## src/rtl/adt7301_pkg.sv

```systemverilog
// -----------------------------------------------------------------------------
// adt7301_pkg
// Shared definitions for the ADT7301 SPI read path. It holds the frame size,
// the frame field positions, the read state encoding and a helper that flags
// a malformed frame.
// -----------------------------------------------------------------------------
package adt7301_pkg;

  // One sensor transaction is a 16-bit frame, MSB first.
  localparam int FRAME_BITS = 16;
  localparam int BIT_W      = $clog2(FRAME_BITS);

  // Frame layout: two leading zeros, a sign bit, then 13 bits of
  // two's-complement temperature in 1/32 degC steps.
  localparam int LEAD_HI  = 15;
  localparam int LEAD_LO  = 14;
  localparam int SIGN_BIT = 13;

  typedef enum logic [2:0] {
    ST_IDLE  = 3'd0,
    ST_SETUP = 3'd1,
    ST_SHIFT = 3'd2,
    ST_HOLD  = 3'd3,
    ST_GAP   = 3'd4
  } state_e;

  // A real sensor always sends zeros in the two leading positions. Anything
  // else points at a wiring or timing problem on the bus.
  function automatic logic frame_bad(input logic [FRAME_BITS-1:0] frame);
    return frame[LEAD_HI] | frame[LEAD_LO];
  endfunction

endpackage

```

## src/rtl/sync_2ff.sv

```systemverilog
// -----------------------------------------------------------------------------
// sync_2ff
// Two-flop synchroniser for a single asynchronous bit. Both flops reset to 0.
// Ports:
//   clk_i  destination clock
//   rst_i  asynchronous active-high reset
//   d_i    asynchronous input
//   q_o    synchronised output, two clk_i cycles of latency
// -----------------------------------------------------------------------------
module sync_2ff (
  input  logic clk_i,
  input  logic rst_i,
  input  logic d_i,
  output logic q_o
);

  logic meta_q;
  logic sync_q;

  always_ff @(posedge clk_i or posedge rst_i) begin
    if (rst_i) begin
      meta_q <= 1'b0;
      sync_q <= 1'b0;
    end else begin
      meta_q <= d_i;
      sync_q <= meta_q;
    end
  end

  assign q_o = sync_q;

endmodule

```

## src/rtl/adt7301_spi_rd.sv

```systemverilog
// -----------------------------------------------------------------------------
// adt7301_spi_rd
// SPI read initiator for the ADT7301 temperature sensor (SPI mode 3, MSB
// first). It reads one 16-bit frame periodically or on request and presents
// the raw frame on m_axis_tdata with a one-cycle m_axis_tvalid strobe. The
// data word holds until the next frame completes.
// Parameters:
//   CLK_DIV      SCLK half-period in clk cycles (>= 4)
//   READ_PERIOD  clk cycles between automatic reads, 0 = start only
// Ports:
//   clk            system clock
//   rst            asynchronous active-high reset
//   start          single-cycle on-demand read request
//   busy           high from request acceptance until back in IDLE
//   spi_cs_n       sensor chip select, active-low
//   spi_sclk       sensor serial clock, idles high
//   spi_sdi        sensor DIN, held at 0 (normal mode)
//   spi_sdo        sensor DOUT, asynchronous to clk
//   m_axis_tdata   last frame received
//   m_axis_tvalid  one-cycle strobe when m_axis_tdata updates
//   frame_err      strobe with tvalid when the leading bits are not 2'b00
// -----------------------------------------------------------------------------
module adt7301_spi_rd
  import adt7301_pkg::*;
#(
  parameter int CLK_DIV     = 4,
  parameter int READ_PERIOD = 50_000_000
) (
  input  logic                  clk,
  input  logic                  rst,
  input  logic                  start,
  output logic                  busy,
  output logic                  spi_cs_n,
  output logic                  spi_sclk,
  output logic                  spi_sdi,
  input  logic                  spi_sdo,
  output logic [FRAME_BITS-1:0] m_axis_tdata,
  output logic                  m_axis_tvalid,
  output logic                  frame_err
);

  localparam int                DIV_W    = (CLK_DIV > 1) ? $clog2(CLK_DIV) : 1;
  localparam logic [DIV_W-1:0]  DIV_LAST = DIV_W'(CLK_DIV - 1);
  localparam int                PER_W    = (READ_PERIOD > 1) ? $clog2(READ_PERIOD) : 1;
  localparam logic [PER_W-1:0]  PER_LAST = (READ_PERIOD > 0) ? PER_W'(READ_PERIOD - 1) : '0;
  localparam bit                AUTO_EN  = (READ_PERIOD > 0);

  state_e                state_q;
  logic [DIV_W-1:0]      div_q;
  logic [BIT_W-1:0]      bit_q;
  logic                  sclk_q;
  logic                  cs_n_q;
  logic                  busy_q;
  logic                  pend_q;
  logic                  tvalid_q;
  logic                  ferr_q;
  logic [FRAME_BITS-1:0] tdata_q;
  logic [FRAME_BITS-1:0] shift_q;
  logic [PER_W-1:0]      per_cnt_q;
  logic [PER_W-1:0]      per_cnt_d;

  logic                  sdo_s;
  logic                  per_hit;
  logic                  req_d;
  logic                  div_done;
  logic                  sample_en;

  sync_2ff u_sdo_sync (
    .clk_i (clk),
    .rst_i (rst),
    .d_i   (spi_sdo),
    .q_o   (sdo_s)
  );

  always_comb begin
    per_hit   = AUTO_EN && (per_cnt_q == PER_LAST);
    per_cnt_d = (per_cnt_q == PER_LAST) ? '0 : per_cnt_q + 1'b1;
    // start, the period tick and a pending flag all merge into one request,
    // so a start that lands on the period wrap still produces a single read.
    req_d     = pend_q | start | per_hit;
    div_done  = (div_q == DIV_LAST);
    // Sample on the last low cycle, i.e. the cycle that drives SCLK 0->1.
    sample_en = (state_q == ST_SHIFT) && div_done && !sclk_q;
  end

  // Free-running period counter; it runs in every state so the read cadence
  // does not drift with frame length.
  always_ff @(posedge clk or posedge rst) begin
    if (rst) begin
      per_cnt_q <= '0;
    end else begin
      per_cnt_q <= per_cnt_d;
    end
  end

  // Shift register carries only data and needs no reset: tdata is loaded from
  // it solely at the end of a complete frame.
  always_ff @(posedge clk) begin
    if (sample_en) begin
      shift_q <= {shift_q[FRAME_BITS-2:0], sdo_s};
    end
  end

  always_ff @(posedge clk or posedge rst) begin
    if (rst) begin
      state_q  <= ST_IDLE;
      div_q    <= '0;
      bit_q    <= '0;
      sclk_q   <= 1'b1;
      cs_n_q   <= 1'b1;
      busy_q   <= 1'b0;
      pend_q   <= 1'b0;
      tvalid_q <= 1'b0;
      ferr_q   <= 1'b0;
      tdata_q  <= '0;
    end else begin
      tvalid_q <= 1'b0;
      ferr_q   <= 1'b0;
      // Requests arriving while busy collapse into this one-deep flag.
      pend_q   <= req_d;

      case (state_q)
        ST_IDLE: begin
          if (req_d) begin
            state_q <= ST_SETUP;
            pend_q  <= 1'b0;
            cs_n_q  <= 1'b0;
            busy_q  <= 1'b1;
            div_q   <= '0;
          end
        end

        ST_SETUP: begin
          if (div_done) begin
            state_q <= ST_SHIFT;
            sclk_q  <= 1'b0;
            div_q   <= '0;
            bit_q   <= BIT_W'(FRAME_BITS - 1);
          end else begin
            div_q <= div_q + 1'b1;
          end
        end

        ST_SHIFT: begin
          if (div_done) begin
            div_q <= '0;
            if (!sclk_q) begin
              sclk_q <= 1'b1;
            end else if (bit_q == '0) begin
              // SCLK stays high through HOLD, as mode 3 idles high.
              state_q <= ST_HOLD;
            end else begin
              sclk_q <= 1'b0;
              bit_q  <= bit_q - 1'b1;
            end
          end else begin
            div_q <= div_q + 1'b1;
          end
        end

        ST_HOLD: begin
          if (div_done) begin
            state_q  <= ST_GAP;
            cs_n_q   <= 1'b1;
            tdata_q  <= shift_q;
            tvalid_q <= 1'b1;
            ferr_q   <= frame_bad(shift_q);
            div_q    <= '0;
          end else begin
            div_q <= div_q + 1'b1;
          end
        end

        ST_GAP: begin
          if (div_done) begin
            state_q <= ST_IDLE;
            busy_q  <= 1'b0;
            div_q   <= '0;
          end else begin
            div_q <= div_q + 1'b1;
          end
        end

        default: begin
          state_q <= ST_IDLE;
          div_q   <= '0;
        end
      endcase
    end
  end

  assign busy          = busy_q;
  assign spi_cs_n      = cs_n_q;
  assign spi_sclk      = sclk_q;
  assign spi_sdi       = 1'b0;
  assign m_axis_tdata  = tdata_q;
  assign m_axis_tvalid = tvalid_q;
  assign frame_err     = ferr_q;

endmodule

```

## config.mk

```make
export PLATFORM = sky130hd
export DESIGN_NAME = adt7301_spi_rd
export DESIGN_NICKNAME = d
export VERILOG_FILES = /design/src/rtl/adt7301_pkg.sv /design/src/rtl/sync_2ff.sv /design/src/rtl/adt7301_spi_rd.sv
export SDC_FILE = /design/constraint.sdc
export NUM_CORES = 1
export LEC_CHECK = 0
export BUFFER_PORTS_ARGS = -buffer_cell sky130_fd_sc_hd__buf_2
export CAP_MARGIN = 0
export CORE_ASPECT_RATIO = 0.6
export CORE_MARGIN = 3
export CORE_UTILIZATION = 59
export CTS_CLUSTER_SIZE = 20
export DETAILED_ROUTE_END_ITERATION = 6
export PLACE_DENSITY = 0.79
export SKIP_CTS_REPAIR_TIMING = 1
export SLEW_MARGIN = 10
export SYNTH_ARGS = -nofsm -noshare
export SYNTH_HDL_FRONTEND = slang
export SYNTH_HIERARCHICAL = 1
export SYNTH_SLANG_ARGS = --single-unit
```

## constraint.sdc

```tcl
create_clock -name clk -period 2.8 [get_ports clk]
set_clock_uncertainty 0.2 [all_clocks]
set_input_delay 0.56 -clock clk [delete_from_list [all_inputs] [get_ports clk]]
set_output_delay 0.56 -clock clk [all_outputs]
set_load 0.1 [all_outputs]
```

==> results of run 1 <==
[state kept, by name, indices dropped and copies added (netlist names), 2 cells and up]
signal        cells
bit_q             4
div_q             2
m_axis_tdata     16
per_cnt_q        26
shift_q          16
state_q           3
[cells in the mapped netlist (2+ instances only)]
cell type	number	area (um2)
sky130_fd_sc_hd__a31oi_1	4	25.0
sky130_fd_sc_hd__clkbuf_1	7	26.3
sky130_fd_sc_hd__nor3_1	11	55.1
sky130_fd_sc_hd__nand4_1	9	56.3
sky130_fd_sc_hd__edfxtp_1	16	480
sky130_fd_sc_hd__xor2_1	9	78.8
sky130_fd_sc_hd__mux2i_1	3	30.0
sky130_fd_sc_hd__nand2_1	59	221
sky130_fd_sc_hd__a21oi_1	6	30.0
sky130_fd_sc_hd__ha_1	3	37.5
sky130_fd_sc_hd__mux2_2	2	22.5
sky130_fd_sc_hd__or4_1	2	15.0
sky130_fd_sc_hd__a32o_1	2	20.0
sky130_fd_sc_hd__o31ai_1	2	15.0
sky130_fd_sc_hd__and4_1	6	52.6
sky130_fd_sc_hd__and3_1	9	56.3
sky130_fd_sc_hd__nor4b_1	2	17.5
sky130_fd_sc_hd__dfrtp_1	57	1430
sky130_fd_sc_hd__nor4_1	2	12.5
sky130_fd_sc_hd__dfstp_2	2	52.6
sky130_fd_sc_hd__inv_1	7	26.3
sky130_fd_sc_hd__buf_2	5	25.0
sky130_fd_sc_hd__xnor2_1	9	78.8
sky130_fd_sc_hd__nand2b_1	2	12.5
sky130_fd_sc_hd__nor2b_1	3	18.8
sky130_fd_sc_hd__nand3_1	11	55.1
sky130_fd_sc_hd__o22a_1	2	17.5
sky130_fd_sc_hd__nor2_1	25	93.8
sky130_fd_sc_hd__or3_1	2	12.5
sky130_fd_sc_hd__nand3_2	2	20.0
sky130_fd_sc_hd__o21ai_0	5	25.0
sky130_fd_sc_hd__a211oi_1	2	15.0
[per-stage QoR]
step           hold slack, ns  power, uW  setup WS (ns)  area, um2  cells
6_report                0.131       1920          0.644       3620    399
5_1_grt                 0.112       1980          0.465       3620    399
4_1_cts                -0.144       1940          0.659       3610    398
3_5_place_dp            0.147       1160          0.669       3430    382
3_3_place_gp            0.136       1160          0.703       3430    382
2_1_floorplan           0.101       1150          0.325       3250    302
[worst register-to-register path, stage by stage, from the launching register on]
cell and delay (ns):
sky130_fd_sc_hd__dfrtp_1 0.39, sky130_fd_sc_hd__ha_1 0.25, sky130_fd_sc_hd__nand3_1 0.15, sky130_fd_sc_hd__or4_4 0.52, sky130_fd_sc_hd__o21a_1 0.26, sky130_fd_sc_hd__a32o_1 0.27
[routing by layer]
metal  vias up  part of all wire  global-route usage
met5         -                 0                   0
li1       1108                 -                   -
met3         6             0.052              0.0597
met2        60              0.43               0.290
met4         0            0.0050              0.0540
met1      1120              0.51               0.329
[cells in the final DEF (no fill, tap or decap), drive strengths merged, types with 2 or more instances in the layout]
| cell type | n |
|---|---|
| xnor2 | 9 |
| a32o | 2 |
| a211oi | 2 |
| xor2 | 9 |
| clkinv | 4 |
| nor3 | 11 |
| and4 | 6 |
| mux2i | 3 |
| ha | 3 |
| nor4b | 2 |
| edfxtp | 16 |
| o21ai | 5 |
| o22a | 2 |
| buf | 28 |
| inv | 7 |
| nand3 | 13 |
| a21oi | 6 |
| clkinvlp | 2 |
| nor4 | 4 |
| a31oi | 4 |
| nand2 | 59 |
| nand2b | 2 |
| clkbuf | 10 |
| nor2 | 25 |
| mux2 | 2 |
| dfstp | 2 |
| or3 | 2 |
| o31ai | 2 |
| and3 | 9 |
| or4 | 3 |
| dfrtp | 57 |
| nor2b | 3 |
| nand4 | 9 |
[cells by family after synthesis]
kind of cell / after synthesis / synth area share
AND/OR/NAND/NOR: 151 / 0.237
XOR/XNOR: 18 / 0.0484
adder cells (fa/ha/maj): 3 / 0.0115
multiplexers: 5 / 0.0161
flip-flops: 75 / 0.602
AO/OA/AOI/OAI: 27 / 0.0550
buffers and inverters: 22 / 0.0288
other: 1 / 0.00115
[power by group]
part | switching, uW | leakage, uW | internal (uW) | total [uW]
combinational | 23.0 | 0.000641 | 3.53 | 26.5
sequential | 0.543 | 0.000912 | 1110 | 1110
clock | 373 | 0.0000850 | 403 | 775
total | 396 | 0.00164 | 1520 | 1920
[cell type report]
type | instances | area (um2)
fill | 383 | 1560
timing repair buffer | 29 | 160
inverter | 8 | 30.0
tap | 66 | 82.6
multi-input combinational | 205 | 1210
clock buffer | 10 | 128
clock inverter | 6 | 56.3
sequential | 75 | 1960
[path summary, 6_finish.rpt]
kind	start	endpoint	slack [ns]	depth (start not counted)
hold reg to reg	u_sdo_sync/meta_q	u_sdo_sync/q_o	0.16	0
max in group asynchronous	rst	per_cnt_q[11]	1.15	4
setup / recovery	per_cnt_q[0]	div_q[1]	0.64	5
min in group asynchronous	rst	u_sdo_sync/meta_q	0.42	3
setup reg to reg	per_cnt_q[0]	div_q[1]	0.64	5
hold / removal	spi_sdo	u_sdo_sync/meta_q	0.13	1
==> report_table.html, run 1 <==
<table>
<tr><th>Metric</th><th>Value</th></tr>
<tr><th colspan="2">Yosys</th></tr>
<tr><td>Post-synthesis instance area</td><td>3250 um2</td></tr>
<tr><td>Synthesis Warnings</td><td>6</td></tr>
<tr><td>Post-Syn Instances</td><td>302</td></tr>
<tr><td>Number of nets produced by synthesis</td><td>309</td></tr>
<tr><td>Dominant synthesized flop cell</td><td>sky130_fd_sc_hd__dfrtp_1</td></tr>
<tr><td>Proportion of synthesized flip-flops having asynchronous set or reset</td><td>0.787</td></tr>
<tr><td>Number of synthesized flops with an enable pin</td><td>16</td></tr>
<tr><td>Proportion of synthesized chip area in sequential cells</td><td>0.602</td></tr>
<tr><td>Post-synth cell types</td><td>46</td></tr>
<tr><td>Syn avg cell area</td><td>10.8 um2</td></tr>
<tr><td>Synth Register Bits</td><td>75</td></tr>
<tr><th colspan="2">Worst setup path</th></tr>
<tr><td>Critical setup path kind</td><td>register to register</td></tr>
<tr><td>Slowest cell on the critical path</td><td>sky130_fd_sc_hd__or4_4</td></tr>
<tr><td>CP Cell Sequence</td><td>ha_1 -&gt; nand3_1 -&gt; or4_4 -&gt; o21a_1 -&gt; a32o_1</td></tr>
<tr><td>Gate family responsible for the most delay along the worst path</td><td>simple AND/OR/NAND/NOR gates</td></tr>
<tr><td>CP endpoint kind</td><td>register</td></tr>
<tr><td>Startpoint types</td><td>register</td></tr>
<tr><td>Critical path required time</td><td>2.83 ns</td></tr>
<tr><td>Maximum fanout encountered on the critical timing path</td><td>6</td></tr>
<tr><td>Worst EP arrival</td><td>2.18 ns</td></tr>
<tr><td>Buf+Inv Stages, Crit Path</td><td>0</td></tr>
<tr><td>Largest stage delay on the critical path</td><td>0.52 ns</td></tr>
<tr><th colspan="2">Final layout</th></tr>
<tr><td>Final design utilization</td><td>0.699</td></tr>
<tr><td>Ratio of cells with drive above 1 in the final layout</td><td>0.156</td></tr>
<tr><td>Antenna diode instance count</td><td>0</td></tr>
<tr><td>Number of nets in the layout</td><td>335</td></tr>
<tr><td>Area overhead of the layout relative to synthesis</td><td>11.3%</td></tr>
<tr><th colspan="2">Die</th></tr>
<tr><td>Die X-Extent</td><td>102 um</td></tr>
<tr><td>Area of the die</td><td>6470 um2</td></tr>
<tr><td>Core Area</td><td>5180 um2</td></tr>
<tr><td>Boundary pin count</td><td>26</td></tr>
<tr><td>Die Y</td><td>63.5 um</td></tr>
<tr><td>Initial standard-cell utilization of the core</td><td>0.628</td></tr>
<tr><td>Standard-cell rows</td><td>20</td></tr>
<tr><th colspan="2">STA</th></tr>
<tr><td>Measured slew at the worst slew-check pin</td><td>0.719 ns</td></tr>
<tr><td># setup viols final</td><td>0</td></tr>
<tr><td>Unrepaired setup endpoints after global routing</td><td>no</td></tr>
<tr><td>Number of pins exceeding their max-slew limit in the final report</td><td>0</td></tr>
<tr><td>Final hold viol count</td><td>0</td></tr>
<tr><td>Share of the clock period used by the worst path</td><td>0.770</td></tr>
<tr><td>Setup TNS</td><td>0 ns</td></tr>
<tr><td>Max-slew headroom</td><td>0.520</td></tr>
<tr><td>Fmax</td><td>464 MHz</td></tr>
<tr><td>Final min period</td><td>2.16 ns</td></tr>
<tr><th colspan="2">Detailed routing</th></tr>
<tr><td>Total wirelength of the detailed-routed design</td><td>6.16 mm</td></tr>
<tr><td>DR vias</td><td>2294</td></tr>
<tr><td>Post-detailed-route DRC marker count</td><td>0</td></tr>
<tr><td>First DRT Iteration DRCs</td><td>92</td></tr>
<tr><td>Drt via density</td><td>5.75</td></tr>
<tr><td>WL per Instance</td><td>15.4 um</td></tr>
<tr><td>Antenna-violating nets left</td><td>0</td></tr>
<tr><td>Number of iterations in the first detailed-routing pass</td><td>4</td></tr>
<tr><th colspan="2">Placed design</th></tr>
<tr><td>Half-perimeter wire length after detailed placement</td><td>4.30 mm</td></tr>
<tr><td>Final GP Congestion</td><td>0.831</td></tr>
<tr><td>Count of buffers from port buffering</td><td>24</td></tr>
<tr><th colspan="2">Clock network</th></tr>
<tr><td>Clock tree root driver cell</td><td>sky130_fd_sc_hd__clkbuf_8</td></tr>
<tr><td>Number of CTS-inserted buffers</td><td>9</td></tr>
<tr><td>Clock buffer depth</td><td>2</td></tr>
<tr><td>Insertion delay of the later-clocked pin in the worst-skew pair</td><td>0.34 ns</td></tr>
<tr><td>TritonCTS clock tree</td><td>yes</td></tr>
<tr><td>TritonCTS Sinks</td><td>75</td></tr>
<tr><td>H-tree depth</td><td>3</td></tr>
<tr><td>CTS clk-pin slew, worst paths</td><td>0.07 ns</td></tr>
<tr><th colspan="2">Min path</th></tr>
<tr><td>Worst min-delay path class</td><td>input pin to register</td></tr>
<tr><th colspan="2">Power and ir drop</th></tr>
<tr><td>Highest ir drop seen on vdd</td><td>0.357 mV</td></tr>
<tr><td>Leakage power</td><td>0.00164 uW</td></tr>
<tr><td>Power Density</td><td>529 nW/um2</td></tr>
<tr><th colspan="2">Global routing</th></tr>
<tr><td>First-pass GRT wire length</td><td>10.5 mm</td></tr>
<tr><td>Overflow left after global routing</td><td>0</td></tr>
<tr><td>Antenna violations before repair</td><td>0</td></tr>
<tr><td>Global-route usage over all layers</td><td>0.211</td></tr>
<tr><td>Number of global-route vias before repair</td><td>2159</td></tr>
<tr><td>Pin count of the biggest net entering global routing</td><td>58</td></tr>
<tr><th colspan="2">Run status</th></tr>
<tr><td>Run status</td><td>finished clean</td></tr>
<tr><th colspan="2">Run</th></tr>
<tr><td>Reported max-cap violation count</td><td>0</td></tr>
</table>
Note: power is estimated with default switching activity, not from simulation.
==> inputs of run 2 (changes only) <==
==> constraint.sdc (replaced) <==
create_clock -name clk -period 2.2 [get_ports clk]
set_clock_uncertainty 0.2 [all_clocks]
set_input_delay 0.44 -clock clk [delete_from_list [all_inputs] [get_ports clk]]
set_output_delay 0.44 -clock clk [all_outputs]
set_load 0.1 [all_outputs]
==> run 2 against run 1 <==
Maximum frequency rose by 2.4%. Sequential power rose by 28%. Die area did not move.
==> report_table.html, run 2 (same netlist as run 1, synthesis figures left out) <==
<table>
<tr><th>Metric</th><th>Value</th></tr>
<tr><th colspan="2">Global routing</th></tr>
<tr><td>Antenna violations before repair</td><td>0 (unchanged)</td></tr>
<tr><td>Pin count of the biggest net entering global routing</td><td>39 (was 58)</td></tr>
<tr><td>Overflow left after global routing</td><td>0 (unchanged)</td></tr>
<tr><td>Number of global-route vias before repair</td><td>2288 (was 2159)</td></tr>
<tr><td>First-pass GRT wire length</td><td>11.0 mm (was 10.5 mm)</td></tr>
<tr><td>Global-route usage over all layers</td><td>0.224 (was 0.211)</td></tr>
<tr><th colspan="2">Detailed routing</th></tr>
<tr><td>Total wirelength of the detailed-routed design</td><td>6.46 mm (was 6.16 mm)</td></tr>
<tr><td>DR vias</td><td>2375 (was 2294)</td></tr>
<tr><td>WL per Instance</td><td>15.9 um (was 15.4 um)</td></tr>
<tr><td>Antenna-violating nets left</td><td>0 (unchanged)</td></tr>
<tr><td>Post-detailed-route DRC marker count</td><td>0 (unchanged)</td></tr>
<tr><td>First DRT Iteration DRCs</td><td>189 (was 92)</td></tr>
<tr><td>Drt via density</td><td>5.84 (was 5.75)</td></tr>
<tr><td>Number of iterations in the first detailed-routing pass</td><td>5 (was 4)</td></tr>
<tr><th colspan="2">STA</th></tr>
<tr><td>Minimum setup slack in the final design</td><td>0.0956 ns (was 0.644 ns)</td></tr>
<tr><td>Fmax</td><td>475 MHz (was 464 MHz)</td></tr>
<tr><td>Measured slew at the worst slew-check pin</td><td>0.517 ns (was 0.719 ns)</td></tr>
<tr><td># setup viols final</td><td>0 (unchanged)</td></tr>
<tr><td>Unrepaired setup endpoints after global routing</td><td>no (unchanged)</td></tr>
<tr><td>Max-slew headroom</td><td>0.653 (was 0.520)</td></tr>
<tr><td>Number of pins exceeding their max-slew limit in the final report</td><td>0 (unchanged)</td></tr>
<tr><td>Setup TNS</td><td>0 ns (unchanged)</td></tr>
<tr><td>Final hold viol count</td><td>0 (unchanged)</td></tr>
<tr><td>Share of the clock period used by the worst path</td><td>0.957 (was 0.770)</td></tr>
<tr><td>Final min period</td><td>2.10 ns (was 2.16 ns)</td></tr>
<tr><th colspan="2">Power and ir drop</th></tr>
<tr><td>Combinational share of power</td><td>0.014 (about the same)</td></tr>
<tr><td>Power Density</td><td>721 nW/um2 (was 529 nW/um2)</td></tr>
<tr><td>Switching Power</td><td>538 uW (was 396 uW)</td></tr>
<tr><td>Switching share of power</td><td>0.198 (was 0.207)</td></tr>
<tr><td>Leakage power</td><td>0.00171 uW (was 0.00164 uW)</td></tr>
<tr><td>Highest ir drop seen on vdd</td><td>0.535 mV (was 0.357 mV)</td></tr>
<tr><td>Clock share of power</td><td>0.464 (was 0.405)</td></tr>
<tr><td>Int Power</td><td>2170 uW (was 1520 uW)</td></tr>
<tr><td>Proportion of power drawn by flip-flops and latches</td><td>0.522 (was 0.581)</td></tr>
<tr><th colspan="2">Final layout</th></tr>
<tr><td>Commonest non-fill, non-tap cell in the layout</td><td>sky130_fd_sc_hd__nand2_1 (unchanged)</td></tr>
<tr><td>Antenna diode instance count</td><td>0 (unchanged)</td></tr>
<tr><td>Post-route cell area</td><td>3760 um2 (was 3620 um2)</td></tr>
<tr><td>Number of flip-flops under the largest register name</td><td>26 (unchanged)</td></tr>
<tr><td>Final design utilization</td><td>0.726 (was 0.699)</td></tr>
<tr><td>Register with the most flip-flops</td><td>per_cnt_q (unchanged)</td></tr>
<tr><td>Number of nets in the layout</td><td>343 (was 335)</td></tr>
<tr><td>Most used cells in the layout excluding fill and tap cells</td><td>59 x sky130_fd_sc_hd__nand2_1, 57 x sky130_fd_sc_hd__dfrtp_1, 25 x sky130_fd_sc_hd__nor2_1 (unchanged)</td></tr>
<tr><td>Area overhead of the layout relative to synthesis</td><td>15.5% (was 11.3%)</td></tr>
<tr><td>Ratio of cells with drive above 1 in the final layout</td><td>0.188 (was 0.156)</td></tr>
<tr><th colspan="2">Clock network</th></tr>
<tr><td>Clock tree root driver cell</td><td>sky130_fd_sc_hd__clkbuf_8 (unchanged)</td></tr>
<tr><td>Insertion delay of the later-clocked pin in the worst-skew pair</td><td>0.35 ns (was 0.34 ns)</td></tr>
<tr><td>TritonCTS clock tree</td><td>yes (unchanged)</td></tr>
<tr><td>CTS clk-pin slew, worst paths</td><td>0.08 ns (was 0.07 ns)</td></tr>
<tr><td>TritonCTS Sinks</td><td>75 (unchanged)</td></tr>
<tr><td>H-tree depth</td><td>3 (unchanged)</td></tr>
<tr><td>Number of CTS-inserted buffers</td><td>9 (unchanged)</td></tr>
<tr><td>Clock buffer depth</td><td>2 (unchanged)</td></tr>
<tr><th colspan="2">Die</th></tr>
<tr><td>Die X-Extent</td><td>102 um (unchanged)</td></tr>
<tr><td>Initial standard-cell utilization of the core</td><td>0.628 (unchanged)</td></tr>
<tr><td>Die Y</td><td>63.5 um (unchanged)</td></tr>
<tr><td>Standard-cell rows</td><td>20 (unchanged)</td></tr>
<tr><td>Area of the die</td><td>6470 um2 (unchanged)</td></tr>
<tr><td>Core Area</td><td>5180 um2 (unchanged)</td></tr>
<tr><td>Boundary pin count</td><td>26 (unchanged)</td></tr>
<tr><th colspan="2">Worst setup path</th></tr>
<tr><td>Maximum fanout encountered on the critical timing path</td><td>6 (unchanged)</td></tr>
<tr><td>CP endpoint kind</td><td>register (unchanged)</td></tr>
<tr><td>Critical path required time</td><td>2.24 ns (was 2.83 ns)</td></tr>
<tr><td>Critical setup path kind</td><td>register to register (unchanged)</td></tr>
<tr><td>Startpoint types</td><td>register (unchanged)</td></tr>
<tr><td>Worst EP arrival</td><td>2.14 ns (was 2.18 ns)</td></tr>
<tr><td>Number of cells on the worst reg-to-reg path</td><td>5 (unchanged)</td></tr>
<tr><th colspan="2">Placed design</th></tr>
<tr><td>Count of buffers from port buffering</td><td>24 (unchanged)</td></tr>
<tr><td>Half-perimeter wire length after detailed placement</td><td>4.45 mm (was 4.30 mm)</td></tr>
<tr><td>Place WS</td><td>0.0295 ns (was 0.669 ns)</td></tr>
<tr><td>Final GP Congestion</td><td>0.799 (was 0.831)</td></tr>
<tr><td>Total placed instance area</td><td>3490 um2 (was 3430 um2)</td></tr>
<tr><th colspan="2">Run</th></tr>
<tr><td>Reported max-cap violation count</td><td>0 (unchanged)</td></tr>
<tr><th colspan="2">Run status</th></tr>
<tr><td>Run status</td><td>finished clean (unchanged)</td></tr>
<tr><th colspan="2">Min path</th></tr>
<tr><td>Min-Delay Path Depth</td><td>0 (was 1)</td></tr>
<tr><td>Worst min-delay path class</td><td>register to register (was input pin to register)</td></tr>
</table>
-- run 2: power groups by stage --
stage          clock (uW)  sequential [uW]  combinational, uW
2_1_floorplan           0             1440               24.7
3_3_place_gp            0             1440               36.8
3_5_place_dp            0             1440               37.4
4_1_cts              1280             1420               37.3
5_1_grt              1350             1420               43.5
6_report             1260             1420               38.0
-- run 2: through the flow --
stage / instances / hold slack, ns / total power, uW
2_1_floorplan: 302 / -0.0188 / 1470
3_3_place_gp: 389 / 0.105 / 1480
3_5_place_dp: 389 / 0.107 / 1480
4_1_cts: 405 / -0.277 / 2730
5_1_grt: 407 / 0.184 / 2810
6_report: 407 / 0.160 / 2710
-- run 2: final cells by class --
type / instances / area [um2]
Sequential cell: 75 / 1960
Fill cell: 368 / 1420
Multi-Input combinational cell: 205 / 1210
Timing Repair Buffer: 37 / 235
Clock buffer: 9 / 124
Clock inverter: 7 / 115
Tap cell: 66 / 82.6
Inverter: 8 / 30.0
-- run 2: final timing paths --
| path | slack, ns | startpoint | to |
|---|---|---|---|
| min reg2reg | 0.16 | u_sdo_sync/meta_q | u_sdo_sync/q_o |
| max reg2reg | 0.1 | per_cnt_q[0] | div_q[0] |
| min in group asynchronous | 0.30 | rst | u_sdo_sync/meta_q |
| max in group asynchronous | 0.72 | rst | spi_sclk |
| max | 0.1 | per_cnt_q[0] | div_q[0] |
| min | 0.16 | u_sdo_sync/meta_q | u_sdo_sync/q_o |
-- run 2: critical path, stage by stage, from the launching register on --
cell                      delay (ns)
sky130_fd_sc_hd__dfrtp_1        0.39
sky130_fd_sc_hd__ha_2           0.24
sky130_fd_sc_hd__nand3_1        0.10
sky130_fd_sc_hd__or4_4          0.51
sky130_fd_sc_hd__o21a_1         0.27
sky130_fd_sc_hd__a32o_1         0.28
-- run 2: layer usage --
layer | GRT usage | wire length [um] | up-vias
met4 | 0.0540 | 75 | 0
met2 | 0.302 | 2790 | 67
met3 | 0.0951 | 449 | 10
met1 | 0.333 | 3150 | 1171
li1 | - | - | 1127
met5 | 0 | 0 | -
==> inputs of run 3 (changes only) <==
--- a/config.mk
+++ b/config.mk
@@ -9,13 +9,13 @@
 export CAP_MARGIN = 0
 export CORE_ASPECT_RATIO = 0.6
 export CORE_MARGIN = 3
-export CORE_UTILIZATION = 59
+export CORE_UTILIZATION = 62
+export CTS_BUF_LIST = sky130_fd_sc_hd__clkbuf_8
 export CTS_CLUSTER_SIZE = 20
 export DETAILED_ROUTE_END_ITERATION = 6
-export PLACE_DENSITY = 0.79
+export PLACE_DENSITY = 0.82
 export SKIP_CTS_REPAIR_TIMING = 1
 export SLEW_MARGIN = 10
 export SYNTH_ARGS = -nofsm -noshare
 export SYNTH_HDL_FRONTEND = slang
-export SYNTH_HIERARCHICAL = 1
 export SYNTH_SLANG_ARGS = --single-unit
==> run 3 against run 2 <==
Core utilization grew 5.2 points. Power fell by 3.1%. Synthesized cell count shrank 0.33%. Combinational power barely moved.
==> report_table.html, run 3 <==
<table>
<tr><th>Metric</th><th>Value</th></tr>
<tr><th colspan="2">Power and ir drop</th></tr>
<tr><td>Highest ir drop seen on vdd</td><td>0.602 mV (was 0.535 mV)</td></tr>
<tr><td>Switching share of power</td><td>0.195 (was 0.198)</td></tr>
<tr><td>Proportion of power drawn by flip-flops and latches</td><td>0.539 (was 0.522)</td></tr>
<tr><td>Int Power</td><td>2120 uW (was 2170 uW)</td></tr>
<tr><td>Combinational share of power</td><td>0.014 (about the same)</td></tr>
<tr><td>Power Density</td><td>704 nW/um2 (was 721 nW/um2)</td></tr>
<tr><td>Clock share of power</td><td>0.447 (was 0.464)</td></tr>
<tr><td>Switching Power</td><td>512 uW (was 538 uW)</td></tr>
<tr><td>Leakage power</td><td>0.00170 uW (was 0.00171 uW)</td></tr>
<tr><td>Power after layout</td><td>2630 uW (was 2710 uW)</td></tr>
<tr><th colspan="2">Placed design</th></tr>
<tr><td>Total instance count after detailed placement</td><td>384 (was 389)</td></tr>
<tr><td>Place WS</td><td>0.0717 ns (was 0.0295 ns)</td></tr>
<tr><td>Final GP Congestion</td><td>0.795 (was 0.799)</td></tr>
<tr><td>Count of buffers from port buffering</td><td>24 (unchanged)</td></tr>
<tr><td>Half-perimeter wire length after detailed placement</td><td>4.31 mm (was 4.45 mm)</td></tr>
<tr><td>Total placed instance area</td><td>3480 um2 (was 3490 um2)</td></tr>
<tr><th colspan="2">Detailed routing</th></tr>
<tr><td>Drt via density</td><td>5.96 (was 5.84)</td></tr>
<tr><td>DR vias</td><td>2396 (was 2375)</td></tr>
<tr><td>Total wirelength of the detailed-routed design</td><td>6.45 mm (was 6.46 mm)</td></tr>
<tr><td>First DRT Iteration DRCs</td><td>171 (was 189)</td></tr>
<tr><td>WL per Instance</td><td>16.1 um (was 15.9 um)</td></tr>
<tr><td>Antenna-violating nets left</td><td>0 (unchanged)</td></tr>
<tr><td>Number of iterations in the first detailed-routing pass</td><td>5 (unchanged)</td></tr>
<tr><td>Post-detailed-route DRC marker count</td><td>0 (unchanged)</td></tr>
<tr><th colspan="2">Die</th></tr>
<tr><td>Die Y</td><td>62.1 um (was 63.5 um)</td></tr>
<tr><td>Boundary pin count</td><td>26 (unchanged)</td></tr>
<tr><td>Area of the die</td><td>6180 um2 (was 6470 um2)</td></tr>
<tr><td>Initial standard-cell utilization of the core</td><td>0.677 (was 0.628)</td></tr>
<tr><td>Standard-cell rows</td><td>19 (was 20)</td></tr>
<tr><td>Core Area</td><td>4800 um2 (was 5180 um2)</td></tr>
<tr><td>Die X-Extent</td><td>99.5 um (was 102 um)</td></tr>
<tr><th colspan="2">Yosys</th></tr>
<tr><td>Synthesis Warnings</td><td>0 (was 6)</td></tr>
<tr><td>Number of synthesized flops with an enable pin</td><td>16 (unchanged)</td></tr>
<tr><td>Dominant synthesized flop cell</td><td>sky130_fd_sc_hd__dfrtp_1 (unchanged)</td></tr>
<tr><td>Post-synthesis instance area</td><td>3250 um2 (about the same)</td></tr>
<tr><td>Post-Syn Instances</td><td>301 (was 302)</td></tr>
<tr><td>Proportion of synthesized flip-flops having asynchronous set or reset</td><td>0.787 (unchanged)</td></tr>
<tr><td>Syn avg cell area</td><td>10.8 um2 (about the same)</td></tr>
<tr><td>Number of nets produced by synthesis</td><td>308 (was 309)</td></tr>
<tr><td>Most frequent cell after synthesis</td><td>sky130_fd_sc_hd__nand2_1 (unchanged)</td></tr>
<tr><td>Area share of the largest cell type after synthesis</td><td>0.439 (was 0.438)</td></tr>
<tr><td>Ranking of synthesized cells by area</td><td>sky130_fd_sc_hd__dfrtp_1 44%, sky130_fd_sc_hd__edfxtp_1 15%, sky130_fd_sc_hd__nand2_1 6.8% (unchanged)</td></tr>
<tr><td>Cell type contributing the most total cell area after synthesis</td><td>sky130_fd_sc_hd__dfrtp_1 (unchanged)</td></tr>
<tr><td>Proportion of synthesized chip area in sequential cells</td><td>0.603 (was 0.602)</td></tr>
<tr><td>Post-synth cell types</td><td>46 (unchanged)</td></tr>
<tr><td>Synth Register Bits</td><td>75 (unchanged)</td></tr>
<tr><td>Most frequent cells after synthesis</td><td>59 x sky130_fd_sc_hd__nand2_1, 57 x sky130_fd_sc_hd__dfrtp_1, 25 x sky130_fd_sc_hd__nor2_1 (unchanged)</td></tr>
<tr><th colspan="2">STA</th></tr>
<tr><td>Measured slew at the worst slew-check pin</td><td>0.535 ns (was 0.517 ns)</td></tr>
<tr><td>Final hold viol count</td><td>0 (unchanged)</td></tr>
<tr><td>Minimum setup slack in the final design</td><td>0.0805 ns (was 0.0956 ns)</td></tr>
<tr><td>Number of pins exceeding their max-slew limit in the final report</td><td>0 (unchanged)</td></tr>
<tr><td>Fmax</td><td>472 MHz (was 475 MHz)</td></tr>
<tr><td>Max-slew headroom</td><td>0.641 (was 0.653)</td></tr>
<tr><td>Share of the clock period used by the worst path</td><td>0.963 (was 0.957)</td></tr>
<tr><td>Setup TNS</td><td>0 ns (unchanged)</td></tr>
<tr><td># setup viols final</td><td>0 (unchanged)</td></tr>
<tr><td>Final min period</td><td>2.12 ns (was 2.10 ns)</td></tr>
<tr><td>Unrepaired setup endpoints after global routing</td><td>no (unchanged)</td></tr>
<tr><th colspan="2">Run</th></tr>
<tr><td>Reported max-cap violation count</td><td>0 (unchanged)</td></tr>
<tr><th colspan="2">Final layout</th></tr>
<tr><td>Register with the most flip-flops</td><td>per_cnt_q (unchanged)</td></tr>
<tr><td>Number of nets in the layout</td><td>341 (was 343)</td></tr>
<tr><td>Post-route cell area</td><td>3730 um2 (was 3760 um2)</td></tr>
<tr><td>Number of flip-flops under the largest register name</td><td>26 (unchanged)</td></tr>
<tr><td>Antenna diode instance count</td><td>0 (unchanged)</td></tr>
<tr><td>Commonest non-fill, non-tap cell in the layout</td><td>sky130_fd_sc_hd__nand2_1 (unchanged)</td></tr>
<tr><td>Most used cells in the layout excluding fill and tap cells</td><td>59 x sky130_fd_sc_hd__nand2_1, 57 x sky130_fd_sc_hd__dfrtp_1, 25 x sky130_fd_sc_hd__nor2_1 (unchanged)</td></tr>
<tr><td>Final non-filler cell total</td><td>402 (was 407)</td></tr>
<tr><td>Area overhead of the layout relative to synthesis</td><td>14.9% (was 15.5%)</td></tr>
<tr><td>Ratio of cells with drive above 1 in the final layout</td><td>0.183 (was 0.188)</td></tr>
<tr><th colspan="2">Worst setup path</th></tr>
<tr><td>Critical path required time</td><td>2.24 ns (about the same)</td></tr>
<tr><td>Worst EP arrival</td><td>2.16 ns (was 2.14 ns)</td></tr>
<tr><td>CP endpoint kind</td><td>register (unchanged)</td></tr>
<tr><td>Startpoint types</td><td>register (unchanged)</td></tr>
<tr><td>Maximum fanout encountered on the critical timing path</td><td>6 (unchanged)</td></tr>
<tr><td>Critical setup path kind</td><td>register to register (unchanged)</td></tr>
<tr><th colspan="2">Clock network</th></tr>
<tr><td>TritonCTS Sinks</td><td>75 (unchanged)</td></tr>
<tr><td>H-tree depth</td><td>3 (unchanged)</td></tr>
<tr><td>Clock buffer depth</td><td>2 (unchanged)</td></tr>
<tr><td>CTS clk-pin slew, worst paths</td><td>0.07 ns (was 0.08 ns)</td></tr>
<tr><td>Insertion delay of the later-clocked pin in the worst-skew pair</td><td>0.35 ns (about the same)</td></tr>
<tr><td>Number of CTS-inserted buffers</td><td>9 (unchanged)</td></tr>
<tr><td>TritonCTS clock tree</td><td>yes (unchanged)</td></tr>
<tr><td>Clock tree root driver cell</td><td>sky130_fd_sc_hd__clkbuf_8 (unchanged)</td></tr>
<tr><th colspan="2">Global routing</th></tr>
<tr><td>Global-route usage over all layers</td><td>0.226 (was 0.224)</td></tr>
<tr><td>First-pass GRT wire length</td><td>10.5 mm (was 11.0 mm)</td></tr>
<tr><td>Pin count of the biggest net entering global routing</td><td>60 (was 39)</td></tr>
<tr><td>Overflow left after global routing</td><td>0 (unchanged)</td></tr>
<tr><td>Antenna violations before repair</td><td>0 (unchanged)</td></tr>
<tr><td>Number of global-route vias before repair</td><td>2157 (was 2288)</td></tr>
<tr><th colspan="2">Run status</th></tr>
<tr><td>Run status</td><td>finished clean (unchanged)</td></tr>
<tr><th colspan="2">Min path</th></tr>
<tr><td>Worst min-delay path class</td><td>register to register (unchanged)</td></tr>
</table>
-- run 3: cell types whose count changed after synthesis, sizes merged --
cell	change
inv	-1
-- run 3: area by class of cell --
| type | instances | area (um2) |
|---|---|---|
| clock inverters | 5 | 75.1 |
| inverters | 7 | 26.3 |
| well taps | 63 | 78.8 |
| flip-flops and latches | 75 | 1960 |
| clock buffers | 11 | 151 |
| multi-input cells | 205 | 1220 |
| fillers | 318 | 1070 |
| repair buffers | 36 | 228 |
-- run 3: layer usage --
metal / vias up / track usage / routed length, um
met5: - / 0 / 0
met4: 0 / 0.0973 / 68
met3: 12 / 0.0680 / 495
met2: 104 / 0.324 / 2860
met1: 1164 / 0.324 / 3040
li1: 1116 / - / -
-- run 3: worst paths after layout --
check	depth (start not counted)	slack (ns)	to	start
setup / recovery	5	0.08	div_q[0]	per_cnt_q[0]
hold / removal	0	0.16	u_sdo_sync.q_o	u_sdo_sync.meta_q
setup reg to reg	5	0.08	div_q[0]	per_cnt_q[0]
hold reg to reg	0	0.16	u_sdo_sync.q_o	u_sdo_sync.meta_q
max in group asynchronous	4	1.00	spi_sclk	rst
min in group asynchronous	4	0.49	u_sdo_sync.meta_q	rst
-- run 3: metrics by stage --
stage / util / hold WS, ns
finish: 0.778 / 0.155
CTS: 0.771 / -0.0524
global route: 0.778 / 0.179
detailed placement: 0.724 / 0.139
floorplan: - / 0.131
global placement: 0.724 / 0.134
-- run 3: logic make-up after synthesis --
| family | share of synthesized area |
|---|---|
| AND/OR/NAND/NOR | 0.237 |
| flip-flops | 0.603 |
| AO/OA/AOI/OAI | 0.0550 |
| buffers and inverters | 0.0277 |
| XOR/XNOR | 0.0485 |
| multiplexers | 0.0162 |
| adder cells (fa/ha/maj) | 0.0115 |
| other | 0.00115 |
-- run 3: power by group through the flow --
stage | combinational [uW] | sequential, uW | clock, uW
floorplan | 24.6 | 1440 | 0
global placement | 36.6 | 1440 | 0
detailed placement | 37.2 | 1440 | 0
CTS | 37.2 | 1420 | 1190
global route | 42.2 | 1420 | 1250
finish | 37.7 | 1420 | 1170
-- run 3: critical path, cell delays in order, from the launching register on --
cell and delay, ns:
sky130_fd_sc_hd__dfrtp_1 0.39, sky130_fd_sc_hd__ha_1 0.22, sky130_fd_sc_hd__nand3_2 0.12, sky130_fd_sc_hd__or4_4 0.52, sky130_fd_sc_hd__o21a_1 0.27, sky130_fd_sc_hd__a32o_1 0.28
